==> config.mk <==
export PLATFORM = sky130hd
export DESIGN_NAME = ctrl_seq_flat
export DESIGN_NICKNAME = d
export VERILOG_FILES = /design/src/rtl/ctrl_pkg.sv /design/src/rtl/ctrl_seq_if.sv /design/src/rtl/onehot_dec.sv /design/src/rtl/ctrl_seq.sv /design/src/flat_wrapper.sv
export SDC_FILE = /design/constraint.sdc
export NUM_CORES = 1
export LEC_CHECK = 0
export ABC_AREA = 1
export BUFFER_PORTS_ARGS = -buffer_cell sky130_fd_sc_hd__buf_2
export CORE_MARGIN = 2
export CORE_UTILIZATION = 45
export DETAILED_ROUTE_END_ITERATION = 8
export PLACE_DENSITY = 0.78
export SKIP_LAST_GASP = 1
export SLEW_MARGIN = 25
export SYNTH_ARGS = -nofsm -noshare
export SYNTH_HDL_FRONTEND = slang
export SYNTH_SLANG_ARGS = --single-unit
==> constraint.sdc <==
create_clock -name CLKb -period 1.2 [get_ports CLKb]
set_input_delay 0.12 -clock CLKb [delete_from_list [all_inputs] [get_ports CLKb]]
set_output_delay 0.12 -clock CLKb [all_outputs]
set_load 0.01 [all_outputs]
==> src/rtl/ctrl_pkg.sv <==
// Shared definitions for the control sequencer: states, opcodes (same encoding as ALU FN), INSTR fields.
// Latency: n/a (package only).
// Backpressure: n/a. Optional build macro: CTRL_ILLEGAL_TRAP_EN adds the TRAP state.
package ctrl_pkg;

  // INSTR field positions
  localparam int OPC_MSB = 9;
  localparam int OPC_LSB = 6;
  localparam int RX_MSB  = 5;
  localparam int RX_LSB  = 4;
  localparam int RY_MSB  = 3;
  localparam int RY_LSB  = 2;

  // Opcodes; ALU opcodes double as the FN code seen by the ALU
  localparam logic [3:0] OP_LDI    = 4'h0;
  localparam logic [3:0] OP_MOV    = 4'h1;
  localparam logic [3:0] OP_ADD    = 4'h2;
  localparam logic [3:0] OP_SUB    = 4'h3;
  localparam logic [3:0] OP_INV    = 4'h4;
  localparam logic [3:0] OP_FLP    = 4'h5;
  localparam logic [3:0] OP_BIN_LO = 4'h6;
  localparam logic [3:0] OP_BIN_HI = 4'hB;
  localparam logic [3:0] OP_RSV_LO = 4'hC;

  typedef enum logic [2:0] {
    S_IDLE = 3'd0,
    S_T1   = 3'd1,
    S_T2   = 3'd2,
    S_T3   = 3'd3,
`ifdef CTRL_ILLEGAL_TRAP_EN
    S_T4   = 3'd4,
    S_TRAP = 3'd5
`else
    S_T4   = 3'd4
`endif
  } state_t;

  function automatic logic is_unary(input logic [3:0] op);
    return (op == OP_INV) || (op == OP_FLP);
  endfunction

  function automatic logic is_binary(input logic [3:0] op);
    return (op == OP_ADD) || (op == OP_SUB) || ((op >= OP_BIN_LO) && (op <= OP_BIN_HI));
  endfunction

  function automatic logic is_alu(input logic [3:0] op);
    return is_unary(op) || is_binary(op);
  endfunction

  function automatic logic is_reserved(input logic [3:0] op);
    return op >= OP_RSV_LO;
  endfunction

endpackage

==> src/rtl/ctrl_seq_if.sv <==
// Bundle of the sequencer's start request, instruction and ALU/register-file strobes.
// Latency: n/a (wiring only).
// Backpressure: none; Exec is simply ignored while Busy is high.
interface ctrl_seq_if;
  logic       Exec;
  logic [9:0] INSTR;
  logic       Ain;
  logic       Gin;
  logic       Gout;
  logic [3:0] FN;
  logic [3:0] Rout;
  logic [3:0] Rin;
  logic       Qout;
  logic       ENW;
  logic       Busy;
  logic       Done;
  logic       Err;

  // Requester side: issues instructions, observes strobes
  modport master (
    output Exec, INSTR,
    input  Ain, Gin, Gout, FN, Rout, Rin, Qout, ENW, Busy, Done, Err
  );

  // Sequencer side
  modport slave (
    input  Exec, INSTR,
    output Ain, Gin, Gout, FN, Rout, Rin, Qout, ENW, Busy, Done, Err
  );
endinterface

==> src/rtl/onehot_dec.sv <==
// 2-to-4 one-hot decoder with enable; all-zero output when disabled.
// Latency: combinational.
// Backpressure: n/a.
module onehot_dec (
  input  logic       en,
  input  logic [1:0] sel,
  output logic [3:0] y
);

  // Single bit set at the selected index when enabled
  always_comb begin
    y = 4'b0000;
    if (en) y[sel] = 1'b1;
  end

endmodule

==> src/rtl/ctrl_seq.sv <==
// Multi-cycle control sequencer: decodes a captured instruction into ALU and register-file strobes.
// Latency: Done 1 cycle after capture (ldi/mov/reserved), 3 (unary), 4 (binary); outputs are Moore.
// Backpressure: Exec ignored while Busy; optional CTRL_ILLEGAL_TRAP_EN parks reserved opcodes in TRAP until Clr.
module ctrl_seq
  import ctrl_pkg::*;
(
  input logic     CLKb,
  input logic     Clr,
  ctrl_seq_if.slave bus
);

  state_t     state, nxt;
  logic [9:0] ir;

  logic [3:0] op;
  logic [1:0] rx, ry;
  logic       ain, gin, gout, qout, enw, busy, done, err;
  logic       rout_en, rin_en;
  logic [1:0] rout_sel;
  logic [3:0] fn;

  // Low instruction bits are carried in IR but never decoded
  logic unused_ir_lsb;
  assign unused_ir_lsb = ^ir[1:0];

  assign op = ir[OPC_MSB:OPC_LSB];
  assign rx = ir[RX_MSB:RX_LSB];
  assign ry = ir[RY_MSB:RY_LSB];

  // State and instruction register; IR only loads on a start from IDLE
  always_ff @(posedge CLKb) begin
    if (Clr) begin
      state <= S_IDLE;
      ir    <= 10'd0;
    end else begin
      state <= nxt;
      if ((state == S_IDLE) && bus.Exec) ir <= bus.INSTR;
    end
  end

  // Next-state and Moore strobe decode from state and IR
  always_comb begin
    nxt      = state;
    ain      = 1'b0;
    gin      = 1'b0;
    gout     = 1'b0;
    qout     = 1'b0;
    enw      = 1'b0;
    done     = 1'b0;
    err      = 1'b0;
    rout_en  = 1'b0;
    rout_sel = rx;
    rin_en   = 1'b0;
    busy     = (state != S_IDLE);
    fn       = ((state != S_IDLE) && is_alu(op)) ? op : 4'b0000;
    case (state)
      S_IDLE: begin
        // Unary ops have no A operand, so they skip the A-load step
        if (bus.Exec) nxt = is_unary(bus.INSTR[OPC_MSB:OPC_LSB]) ? S_T2 : S_T1;
      end
      S_T1: begin
        if (op == OP_LDI) begin
          enw    = 1'b1;
          rin_en = 1'b1;
          done   = 1'b1;
          nxt    = S_IDLE;
        end else if (op == OP_MOV) begin
          rout_en  = 1'b1;
          rout_sel = ry;
          rin_en   = 1'b1;
          done     = 1'b1;
          nxt      = S_IDLE;
        end else if (is_binary(op)) begin
          rout_en = 1'b1;
          ain     = 1'b1;
          nxt     = S_T2;
        end else if (is_reserved(op)) begin
          err = 1'b1;
`ifdef CTRL_ILLEGAL_TRAP_EN
          nxt  = S_TRAP;
`else
          done = 1'b1;
          nxt  = S_IDLE;
`endif
        end else begin
          nxt = S_IDLE;
        end
      end
      S_T2: begin
        rout_en  = 1'b1;
        rout_sel = ry;
        gin      = 1'b1;
        nxt      = S_T3;
      end
      S_T3: begin
        gout = 1'b1;
        nxt  = S_T4;
      end
      S_T4: begin
        qout   = 1'b1;
        rin_en = 1'b1;
        done   = 1'b1;
        nxt    = S_IDLE;
      end
`ifdef CTRL_ILLEGAL_TRAP_EN
      S_TRAP: begin
        err = 1'b1;
      end
`endif
      default: nxt = S_IDLE;
    endcase
  end

  onehot_dec u_rout_dec (
    .en  (rout_en),
    .sel (rout_sel),
    .y   (bus.Rout)
  );

  onehot_dec u_rin_dec (
    .en  (rin_en),
    .sel (rx),
    .y   (bus.Rin)
  );

  assign bus.Ain  = ain;
  assign bus.Gin  = gin;
  assign bus.Gout = gout;
  assign bus.FN   = fn;
  assign bus.Qout = qout;
  assign bus.ENW  = enw;
  assign bus.Busy = busy;
  assign bus.Done = done;
  assign bus.Err  = err;

endmodule
==> src/flat_wrapper.sv <==
// flat-port wrapper written by rule: the top's interface ports become plain ports
module ctrl_seq_flat import ctrl_pkg::*;
  (CLKb, Clr, bus_Exec, bus_INSTR, bus_Ain, bus_Gin, bus_Gout, bus_FN, bus_Rout, bus_Rin, bus_Qout, bus_ENW, bus_Busy, bus_Done, bus_Err);
  ctrl_seq_if bus_i ();
  input logic CLKb;
  input logic Clr;
  input wire logic [$bits(bus_i.Exec)-1:0] bus_Exec;
  input wire logic [$bits(bus_i.INSTR)-1:0] bus_INSTR;
  output wire logic [$bits(bus_i.Ain)-1:0] bus_Ain;
  output wire logic [$bits(bus_i.Gin)-1:0] bus_Gin;
  output wire logic [$bits(bus_i.Gout)-1:0] bus_Gout;
  output wire logic [$bits(bus_i.FN)-1:0] bus_FN;
  output wire logic [$bits(bus_i.Rout)-1:0] bus_Rout;
  output wire logic [$bits(bus_i.Rin)-1:0] bus_Rin;
  output wire logic [$bits(bus_i.Qout)-1:0] bus_Qout;
  output wire logic [$bits(bus_i.ENW)-1:0] bus_ENW;
  output wire logic [$bits(bus_i.Busy)-1:0] bus_Busy;
  output wire logic [$bits(bus_i.Done)-1:0] bus_Done;
  output wire logic [$bits(bus_i.Err)-1:0] bus_Err;
  assign bus_i.Exec = bus_Exec;
  assign bus_i.INSTR = bus_INSTR;
  assign bus_Ain = bus_i.Ain;
  assign bus_Gin = bus_i.Gin;
  assign bus_Gout = bus_i.Gout;
  assign bus_FN = bus_i.FN;
  assign bus_Rout = bus_i.Rout;
  assign bus_Rin = bus_i.Rin;
  assign bus_Qout = bus_i.Qout;
  assign bus_ENW = bus_i.ENW;
  assign bus_Busy = bus_i.Busy;
  assign bus_Done = bus_i.Done;
  assign bus_Err = bus_i.Err;
  ctrl_seq u_core (.CLKb(CLKb), .Clr(Clr), .bus(bus_i));
endmodule
==> results of run 1 <==
repair_timing:
action / 4_1_cts / 5_1_grt
pin swaps: 10 / 5
resized for setup: 56 / 20
setup endpoints to repair: 28 / 29
setup buffers: 6 / 4
cloned: 1 / 0
layout make-up:
cell class / instances / area, sq um
Multi-Input combinational cell: 79 / 619
Timing Repair Buffer: 53 / 352
Sequential cell: 11 / 234
Fill cell: 76 / 174
Inverter: 19 / 81.3
Clock buffer: 4 / 26.3
Tap cell: 16 / 20.0
sequential cells by signal, summed over array words and instances, names as in the netlist:
name          cells
u_core.state      3
u_core.ir         8
worst min path at each step:
stage,end,depth (start not counted)
2_1_floorplan,u_core.ir[5],2
3_5_place_dp,u_core.ir[2],3
5_1_grt,u_core.ir[6],3
6_report,u_core.ir[3],3
4_1_cts,u_core.ir[3],3
3_3_place_gp,u_core.ir[5],3
worst reg2reg max path, delay by kind of cell (launching register included):
| family | cells | cell delay, ns |
|---|---|---|
| compound gates | 2 | 0.24 |
| buf+inv | 2 | 0.20 |
| flops | 1 | 0.38 |
| simple gates | 3 | 0.33 |
metrics by stage:
stage	cell area (sq um)	setup TNS [ns]	hold slack [ns]	total power, uW
2_1_floorplan	719	0	0.298	706
3_3_place_gp	976	-0.0713	0.388	861
3_5_place_dp	976	-0.346	0.398	876
4_1_cts	1230	-3.90	0.113	1300
5_1_grt	1330	-6.38	0.127	1480
6_report	1330	-5.07	0.120	1420
power by group through the flow:
stage	clock [uW]	sequential, uW	combinational, uW
after detailed placement	0	441	435
after global routing	287	464	731
after floorplan	0	438	268
after CTS	266	448	587
final	273	462	689
after global placement	0	438	423
cells by family after synthesis:
family,Yosys count
AOI/OAI and AO/OA,21
buffers and inverters,22
and+or+nand+nor,57
DFF,11
synth_stat cells, types with 2 or more instances:
cell and instances:
nor2_1 15, nand3_1 9, inv_2 2, nand3_2 2
dfxtp_1 11, nand2_1 17, o21bai_1 8, nor3_1 7
a21oi_1 8, inv_1 17, nor4_1 2, buf_6 2
o21ai_0 3
routing by layer:
metal | global-route usage | vias to the layer above
li1 | - | 479
met1 | 0.354 | 474
met2 | 0.524 | 43
met3 | 0.0250 | 4
met4 | 0.0848 | 0
met5 | 0 | -
==> qor.txt, run 1 <==
Largest family of logic cells by synthesized area = simple AND/OR/NAND/NOR gates
Detail Route Antenna Nets = 0
Clk_lat worst skew = 0.28 ns
Fin cells = 182
Post-synthesis mux area share = 0
Initial antenna violation count = 0
Top sig layer = met4
Commonest cells after routing, fill and taps aside = buf_2, buf_4, inv_1, nor2_1, a21oi_1
Post-synthesis cell area = 719 sq um
Count of final hold-check violations = 0
Area of the die = 1930 sq um
CP max FO = 5
Most common cell after layout, fill and taps aside = buf_2
Fmax = 639 MHz
Final setup fails = 28
DRT iter0 DRCs = 43
Inst Count DP = 169
Worst Hold Class = in2reg
Clock Tree Buf Depth = 2
Ys flop type = dfxtp_1
H-tree Lvls = 1
Post-synthesis sequential area ratio = 0.306
Final period utilization = 1.30
Routed wl met2 = 1.63 mm
Power Internal = 826 uW
CP Capture Type = output pin
R2R setup slack = -0.05 ns
Detailed Routing Iterations Pass 1 = 4
RSZ-0062 raised after global routing = true
Comb power frac = 0.484
Max-cap violations = 0
Crit path max-delay cell type = dfxtp_2
P_sw = 598 uW
Cells after Synth = 111
Power Density = 1070 nW/um^2
CTS tree = done
# rows = 14
Vias in the first global route = 894
Die width = 44.0 um
Synthesized flop and latch total = 11
Crit Path Category = reg2out
Post-place setup slack = -0.0627 ns
Yosys cell types = 21
Setup crit start = u_core.state[2]
Worst Slack Setup Final = -0.364 ns
Largest net degree at the start of global routing = 17
Worst slew margin = 0.823
Final Max Slew Viols = 0
Port Buffers = 30
Synth-to-layout area growth = 85.2%
R2R cell count = 7
Cell taking the most area after synthesis = dfxtp_1
Final Wtd Congestion = 0.895
Average size of a mapped cell = 6.48 sq um
Initial core utilization = 0.478
Number of synthesized flops with an enable pin = 0
Hpwl dp = 1.51 mm
Hold_sp = bus_INSTR[3]
Setup Skew = 0.00336 ns
Share of cells above drive strength 1 = 0.669
Root Driver = clkbuf_4
Die height = 44.0 um
Critical path arrival = 1.44 ns
Failing checks = setup timing
Via/cell ratio = 5.49
Hold_buf cts = 0
WL final = 3.08 mm
DR DRC count = 0
Nets = 180
Critical path required time = 1.08 ns
Core ar. = 1510 sq um
Critical Path Max Stage Delay = 0.36 ns
CP Launch Type = flop
Worst Tran Pin Value = 0.263 ns
DRT met1 WL = 1.25 mm
CP cell instances = inv_4 > buf_4 > nor2_4 > a21oi_4 > nor3_2 > buf_2
Clock share of power = 0.192
Status = finished, violations left
WP buf/inv = 3
Simple-Gate Fraction of Synth Area = 0.376
Switch share = 0.420
VDD IR max = 0.00118 V
Top cells by area, synth = dfxtp_1, inv_1, nand2_1, o21bai_1, nor2_1
CP delay by family, top = buffers and inverters
Worst R2R Start = u_core.state[0]
Top cell type's share of synthesized area = 0.306
Synth Area in Compound Gates = 0.183
Critical path depth in cells = 6
Final Core Density = 0.885
Yosys warns = 0
GRT Util Overall = 0.287
Ant diodes = 0
Leakage power = 0.000681 uW
First-pass GRT wire length = 4.11 mm
Fraction of registers with async set/reset = 0
RR Endpoint = u_core.ir[9]
Via Count = 1000
Setup crit end = bus_Rin[3]
Synth Net Count = 124
Synth Area in XOR/XNOR = 0
Overflow after GRT = 0
CTS Buf Count = 3
Final min period = 1.56 ns
Wirelength per Cell = 16.9 um
Post-Synth Adder-Cell Area = 0
Clock Sinks = 11
CTS clk-pin slew, worst paths = 0.08 ns
Met3 routed WL = 157 um
Num ports = 33
Reg power frac = 0.325
(Power assumes the default switching activity.)
==> inputs of run 2 (changes only) <==
--- a/config.mk
+++ b/config.mk
@@ -5,12 +5,11 @@
 export SDC_FILE = /design/constraint.sdc
 export NUM_CORES = 1
 export LEC_CHECK = 0
-export ABC_AREA = 1
 export BUFFER_PORTS_ARGS = -buffer_cell sky130_fd_sc_hd__buf_2
 export CORE_MARGIN = 2
-export CORE_UTILIZATION = 45
+export CORE_UTILIZATION = 48
 export DETAILED_ROUTE_END_ITERATION = 8
-export PLACE_DENSITY = 0.78
+export PLACE_DENSITY = 0.79
 export SKIP_LAST_GASP = 1
 export SLEW_MARGIN = 25
 export SYNTH_ARGS = -nofsm -noshare
==> qor.txt, run 2 <==
Status = aborted with a tool error
Exit stage = global routing (5_1_grt)
Error message = [ERROR DPL-0033] detailed placement checks failed during check placement.
Port Buffers = 30
Number of synthesized flops with an enable pin = 0
Yosys cell types = 36
Commonest cells in the netlist = nand2_1, a21oi_1, dfxtp_1
Worst_ep grt = bus_Rin[0]
Cells after Synth = 112
Synth Net Count = 125
Die height = 46.5 um
Largest net degree at the start of global routing = 11
Initial core utilization = 0.508
Cell taking the most area after synthesis = dfxtp_1
Initial antenna violation count = 0
# rows = 15
Post-synthesis sequential area ratio = 0.254
Top cells by area, synth = dfxtp_1, a21oi_1, nand2_1, nor3b_1, nor4_1
Die width = 46.5 um
Clock Tree Buf Depth = 2
H-tree Lvls = 1
Ys flop type = dfxtp_1
Fraction of registers with async set/reset = 0
Synthesized flop and latch total = 11
Most common cell in the synthesized netlist = nand2_1
Clock Sinks = 11
Root Driver = clkbuf_4
Yosys warns = 0
Average size of a mapped cell = 7.75 sq um
Top cell type's share of synthesized area = 0.254
CTS Buf Count = 3
Worst EP Category = top-level output
Num ports = 33
Final Wtd Congestion = 0.800
Hpwl dp = 1.90 mm
Post-synthesis cell area = 868 sq um
## run 2: metrics by stage
stage | instance area [sq um] | std cells | worst slack (ns)
CTS | 1480 | 191 | -0.461
floorplan | 981 | 112 | -0.0558
global placement | 1240 | 177 | -0.200
detailed placement | 1240 | 177 | -0.232
## run 2: timing repair
action	CTS
endpoints found under the hold margin	0
setup endpoints to repair	29
hold buffers	0
gates resized for setup	42
pin swaps	19
setup buffers	10
## run 2: cells by family after synthesis
| logic type | count (synthesis) | synth area share |
|---|---|---|
| buf+inv | 16 | 0.109 |
| simple gates | 56 | 0.412 |
| flops | 11 | 0.254 |
| xor+xnor | 1 | 0.0101 |
| mux | 1 | 0.0115 |
| compound gates | 27 | 0.203 |
==> inputs of run 3 (changes only) <==
--- a/config.mk
+++ b/config.mk
@@ -6,10 +6,10 @@
 export NUM_CORES = 1
 export LEC_CHECK = 0
 export BUFFER_PORTS_ARGS = -buffer_cell sky130_fd_sc_hd__buf_2
-export CORE_MARGIN = 2
-export CORE_UTILIZATION = 48
+export CORE_AREA = 2 2 63 65
 export DETAILED_ROUTE_END_ITERATION = 8
-export PLACE_DENSITY = 0.79
+export DIE_AREA = 0 0 65 67
+export PLACE_DENSITY_LB_ADDON = 0.15
 export SKIP_LAST_GASP = 1
 export SLEW_MARGIN = 25
 export SYNTH_ARGS = -nofsm -noshare
==> qor.txt, run 3 <==
Initial antenna violation count = 0
Final min period = 1.64 ns
Via Count = 1023
Fraction of registers with async set/reset = 0
Worst Hold Class = in2reg
Max-cap violations = 0
Most common cell in the synthesized netlist = nand2_1
Top cells by area, synth = dfxtp_1, a21oi_1, nand2_1, nor3b_1, nor4_1
Commonest cells after routing, fill and taps aside = buf_2, buf_4, buf_6
Ys flop type = dfxtp_1
First-pass GRT wire length = 4.67 mm
Area of the die = 4360 sq um
Synth-to-layout area growth = 95.7%
Worst Slack Setup Final = -0.435 ns
DR DRC count = 0
Detailed Routing Iterations Pass 1 = 4
Critical path required time = 1.08 ns
Count of final hold-check violations = 0
Final period utilization = 1.36
Detail Route Antenna Nets = 0
Critical path arrival = 1.52 ns
CTS Buf Count = 3
Clk_lat worst skew = 0.24 ns
Clock Tree Buf Depth = 2
Average size of a mapped cell = 7.75 sq um
CP Capture Type = output pin
Cell taking the most area after synthesis = dfxtp_1
# rows = 22
Via/cell ratio = 4.76
Setup Skew = 0.00187 ns
Overflow after GRT = 0
Fmax = 611 MHz
Final setup fails = 28
CP max FO = 5
Hold depth = 3
Number of synthesized flops with an enable pin = 0
Failing checks = setup timing
GRT Util Overall = 0.139
Fin cells = 215
Nets = 181
Post-place setup slack = -0.285 ns
Final Max Slew Viols = 0
Wirelength per Cell = 13.6 um
Inst Count DP = 204
Commonest cells in the netlist = nand2_1, a21oi_1, dfxtp_1
Ant diodes = 0
H-tree Lvls = 1
Hpwl dp = 2.05 mm
DRT iter0 DRCs = 27
WL final = 2.93 mm
Yosys warns = 0
Most common cell after layout, fill and taps aside = buf_2
Synthesized flop and latch total = 11
Post-synthesis sequential area ratio = 0.254
Top flop regs = u_core.ir: 8 flops, u_core.state: 3 flops
Crit Path Category = reg2out
Port Buffers = 30
CTS clk-pin slew, worst paths = 0.05 ns
Final Wtd Congestion = 0.695
Post-synthesis cell area = 868 sq um
VDD IR max = 0.000510 V
Die width = 65 um
RSZ-0062 raised after global routing = true
Leakage power = 0.000699 uW
Die height = 67 um
Initial core utilization = 0.241
Root Driver = clkbuf_8
Synth Net Count = 125
Final Cell Area = 1700 sq um
Cells after Synth = 112
Share of cells above drive strength 1 = 0.754
Total power = 1310 uW
Status = finished, violations left
Largest register FFs = 8
Yosys cell types = 36
Core ar. = 3610 sq um
Largest net degree at the start of global routing = 11
CP Launch Type = flop
Vias in the first global route = 992
Top cell type's share of synthesized area = 0.254
Power Density = 769 nW/um^2
R2R cell count = 5
Num ports = 33
Register name with the most flops = u_core.ir
Clock Sinks = 11
CTS tree = done
Hold_buf cts = 0
Worst slew margin = 0.686
Placed inst area = 1290 sq um
Worst Tran Pin Value = 0.470 ns
-- run 3: cell counts after synthesis --
Identical to the previous run, type by type.
-- run 3: final timing paths --
kind / start / endpoint / slack [ns]
max: u_core.ir[9] / bus_Rout[1] / -0.44
min: bus_INSTR[6] / u_core.ir[6] / 0.12
max reg2reg: u_core.state[0] / u_core.ir[4] / -0.31
min reg2reg: u_core.ir[6] / u_core.ir[6] / 0.49
-- run 3: kinds of logic (layout without fill, tap and decap cells) --
kind of cell | count (synthesis) | count (layout) | share of synthesized area
AND/OR/NAND/NOR | 56 | 56 | 0.412
AO/OA/AOI/OAI | 27 | 27 | 0.203
buffers and inverters | 16 | 71 | 0.109
flip-flops | 11 | 11 | 0.254
XOR/XNOR | 1 | 1 | 0.0101
multiplexers | 1 | 1 | 0.0115
-- run 3: area by class of cell --
| cell class | count | area, sq um |
|---|---|---|
| sequential | 11 | 246 |
| timing repair buffer | 63 | 465 |
| fill | 354 | 1910 |
| tap | 48 | 60.1 |
| multi-input combinational | 85 | 867 |
| inverter | 4 | 15.0 |
| clock buffer | 4 | 45.0 |
-- run 3: power breakdown --
part	total [uW]	switching, uW	internal (uW)
clock	373	139	233
sequential	435	50.3	385
combinational	499	230	269
-- run 3: per-stage QoR --
stage	utilization	hold slack (ns)	setup TNS (ns)
2_1_floorplan	-	0.256	-0.836
3_3_place_gp	0.359	0.369	-4.57
3_5_place_dp	0.359	0.369	-4.79
4_1_cts	0.401	0.113	-6.71
5_1_grt	0.471	0.132	-9.72
6_report	0.471	0.121	-7.78
-- run 3: routing by layer --
metal | share of wire | GRT usage | wire length [um]
met5 | 0 | 0 | 0
met4 | 0.0051 | 0.0559 | 15
met3 | 0.040 | 0.0220 | 117
met2 | 0.50 | 0.232 | 1460
met1 | 0.46 | 0.179 | 1340
-- run 3: timing repair --
item / CTS / global route
gates resized for setup: 27 / 48
setup endpoints to repair: 29 / 29
setup buffers: 1 / 6
pin swaps: 5 / 23
-- run 3: critical path, cell delays in order, from the launching register on --
cell     delay [ns]
dfxtp_4        0.35
buf_4          0.14
buf_6          0.13
nor4b_4        0.32
a21oi_4        0.09
a21oi_2        0.11
buf_2          0.13
==> inputs of run 4 (changes only) <==
--- a/config.mk
+++ b/config.mk
@@ -10,6 +10,7 @@
 export DETAILED_ROUTE_END_ITERATION = 8
 export DIE_AREA = 0 0 65 67
 export PLACE_DENSITY_LB_ADDON = 0.15
+export REMOVE_ABC_BUFFERS = 1
 export SKIP_LAST_GASP = 1
 export SLEW_MARGIN = 25
 export SYNTH_ARGS = -nofsm -noshare
==> qor.txt, run 4 (same netlist as run 3, synthesis figures left out) <==
Status = finished, violations left
Failing checks = setup timing
Worst slew margin = 0.679
First-pass GRT wire length = 4.59 mm
Hold_sp = bus_INSTR[8]
VDD IR max = 0.000427 V
Final Max Slew Viols = 0
Fmax = 622 MHz
Ant diodes = 0
Hpwl dp = 2.05 mm
Detail Route Antenna Nets = 0
CTS Buf Count = 3
Num ports = 33
CP Launch Type = flop
CP delay by family, top = flip-flops
Detailed Routing Iterations Pass 1 = 4
H-tree Lvls = 1
Min Hold Slack = 0.123 ns
WP buf/inv = 2
Final Wtd Congestion = 0.771
Critical path arrival = 1.49 ns
Setup Skew = 0.00747 ns
Initial antenna violation count = 0
Comb power frac = 0.375
CTS clk-pin slew, worst paths = 0.05 ns
Overflow after GRT = 0
Fin cells = 216
CP cell instances = buf_6 > nand3b_1 > o2111ai_1 > a21oi_1 > buf_2
Die width = 65 um
R2R setup slack = -0.21 ns
Area of the die = 4360 sq um
RSZ-0062 raised after global routing = true
Clock Tree Buf Depth = 2
CP max FO = 6
Nets = 182
Power Density = 779 nW/um^2
Clock share of power = 0.285
GRT Util Overall = 0.133
Post-place setup slack = -0.230 ns
Final period utilization = 1.34
Top flop regs = u_core.ir: 8 flops, u_core.state: 3 flops
Inst Count DP = 201
Clk_lat worst skew = 0.24 ns
Total power = 1280 uW
Commonest cells after routing, fill and taps aside = buf_2, buf_4, buf_6
Critical path required time = 1.08 ns
Power Internal = 873 uW
CP Capture Type = output pin
Die height = 67 um
Hold depth = 3
Wirelength per Cell = 13.8 um
DR DRC count = 0
Hold EP = u_core.ir[8]
Core ar. = 3610 sq um
Worst Slack Setup Final = -0.407 ns
Largest net degree at the start of global routing = 11
Hold_buf cts = 0
Switch share = 0.316
Final min period = 1.61 ns
Via/cell ratio = 4.84
Port Buffers = 30
Critical Path Max Stage Delay = 0.37 ns
Worst Tran Pin Value = 0.481 ns
P_sw = 404 uW
Critical path depth in cells = 5
Largest register FFs = 8
Vias in the first global route = 959
Clock Sinks = 11
Worst R2R Start = u_core.state[2]
Leakage power = 0.000679 uW
Register name with the most flops = u_core.ir
Crit Path Category = reg2out
Share of cells above drive strength 1 = 0.720
# rows = 22
Synth-to-layout area growth = 88.8%
Reg power frac = 0.340
RR Endpoint = u_core.ir[3]
Max-cap violations = 0
Via Count = 1046
Worst Hold Class = in2reg
Count of final hold-check violations = 0
R2R cell count = 4
DRT iter0 DRCs = 45
Initial core utilization = 0.241
Root Driver = clkbuf_8
WL final = 2.98 mm
CTS tree = done
Crit path max-delay cell type = dfxtp_4
Most common cell after layout, fill and taps aside = buf_2
Final setup fails = 29
==> run 4: cell count changes in the layout (fill, tap and decap cells not counted), sizes merged <==
cell | before | now
buf | 63 | 64
==> run 4: area by class of cell <==
class / instances / area [sq um]
inverters: 4 / 15.0
multi-input cells: 85 / 796
well taps: 48 / 60.1
clock buffers: 4 / 45.0
flip-flops and latches: 11 / 243
fillers: 370 / 1970
repair buffers: 64 / 480
==> run 4: how the worst max path moves through the flow <==
stage                     from            to  slack [ns]
2_1_floorplan  u_core.state[1]   bus_Rout[0]       -0.26
4_1_cts           u_core.ir[9]   bus_Rout[2]       -0.35
6_report       u_core.state[1]   bus_Rout[3]       -0.41
3_3_place_gp   u_core.state[1]   bus_Rout[0]       -0.22
3_5_place_dp   u_core.state[0]  u_core.ir[4]       -0.23
5_1_grt        u_core.state[1]   bus_Rout[2]       -0.47
==> run 4: repair_timing <==
action / 4_1_cts / 5_1_grt
setup buffers: 3 / 9
pin swaps: 21 / 13
resized for setup: 30 / 47
setup endpoints to repair: 29 / 29
==> run 4: metal layers <==
layer,up-vias,share of wire,track usage
li1,531,-,-
met2,27,0.48,0.201
met5,-,0,0
met3,4,0.044,0.0186
met4,0,0.010,0.0319
met1,484,0.47,0.197
==> run 4: through the flow <==
step / setup TNS, ns / area (sq um) / util
detailed placement: -4.34 / 1180 / 0.328
CTS: -6.37 / 1370 / 0.379
finish: -7.24 / 1640 / 0.455
global placement: -3.98 / 1180 / 0.328
global route: -8.94 / 1640 / 0.455
floorplan: -3.40 / 788 / -
==> run 4: worst min-delay path: stages <==
cell	delay [ns]
buf_2	0.10
nand2_1	0.05
a21oi_1	0.05
==> run 4: power groups by stage <==
stage	Clock, uW	Sequential (uW)	Combinational [uW]
finish	364	434	479
global route	397	438	520
CTS	371	427	361
detailed placement	0	433	312
global placement	0	432	309
floorplan	0	438	152
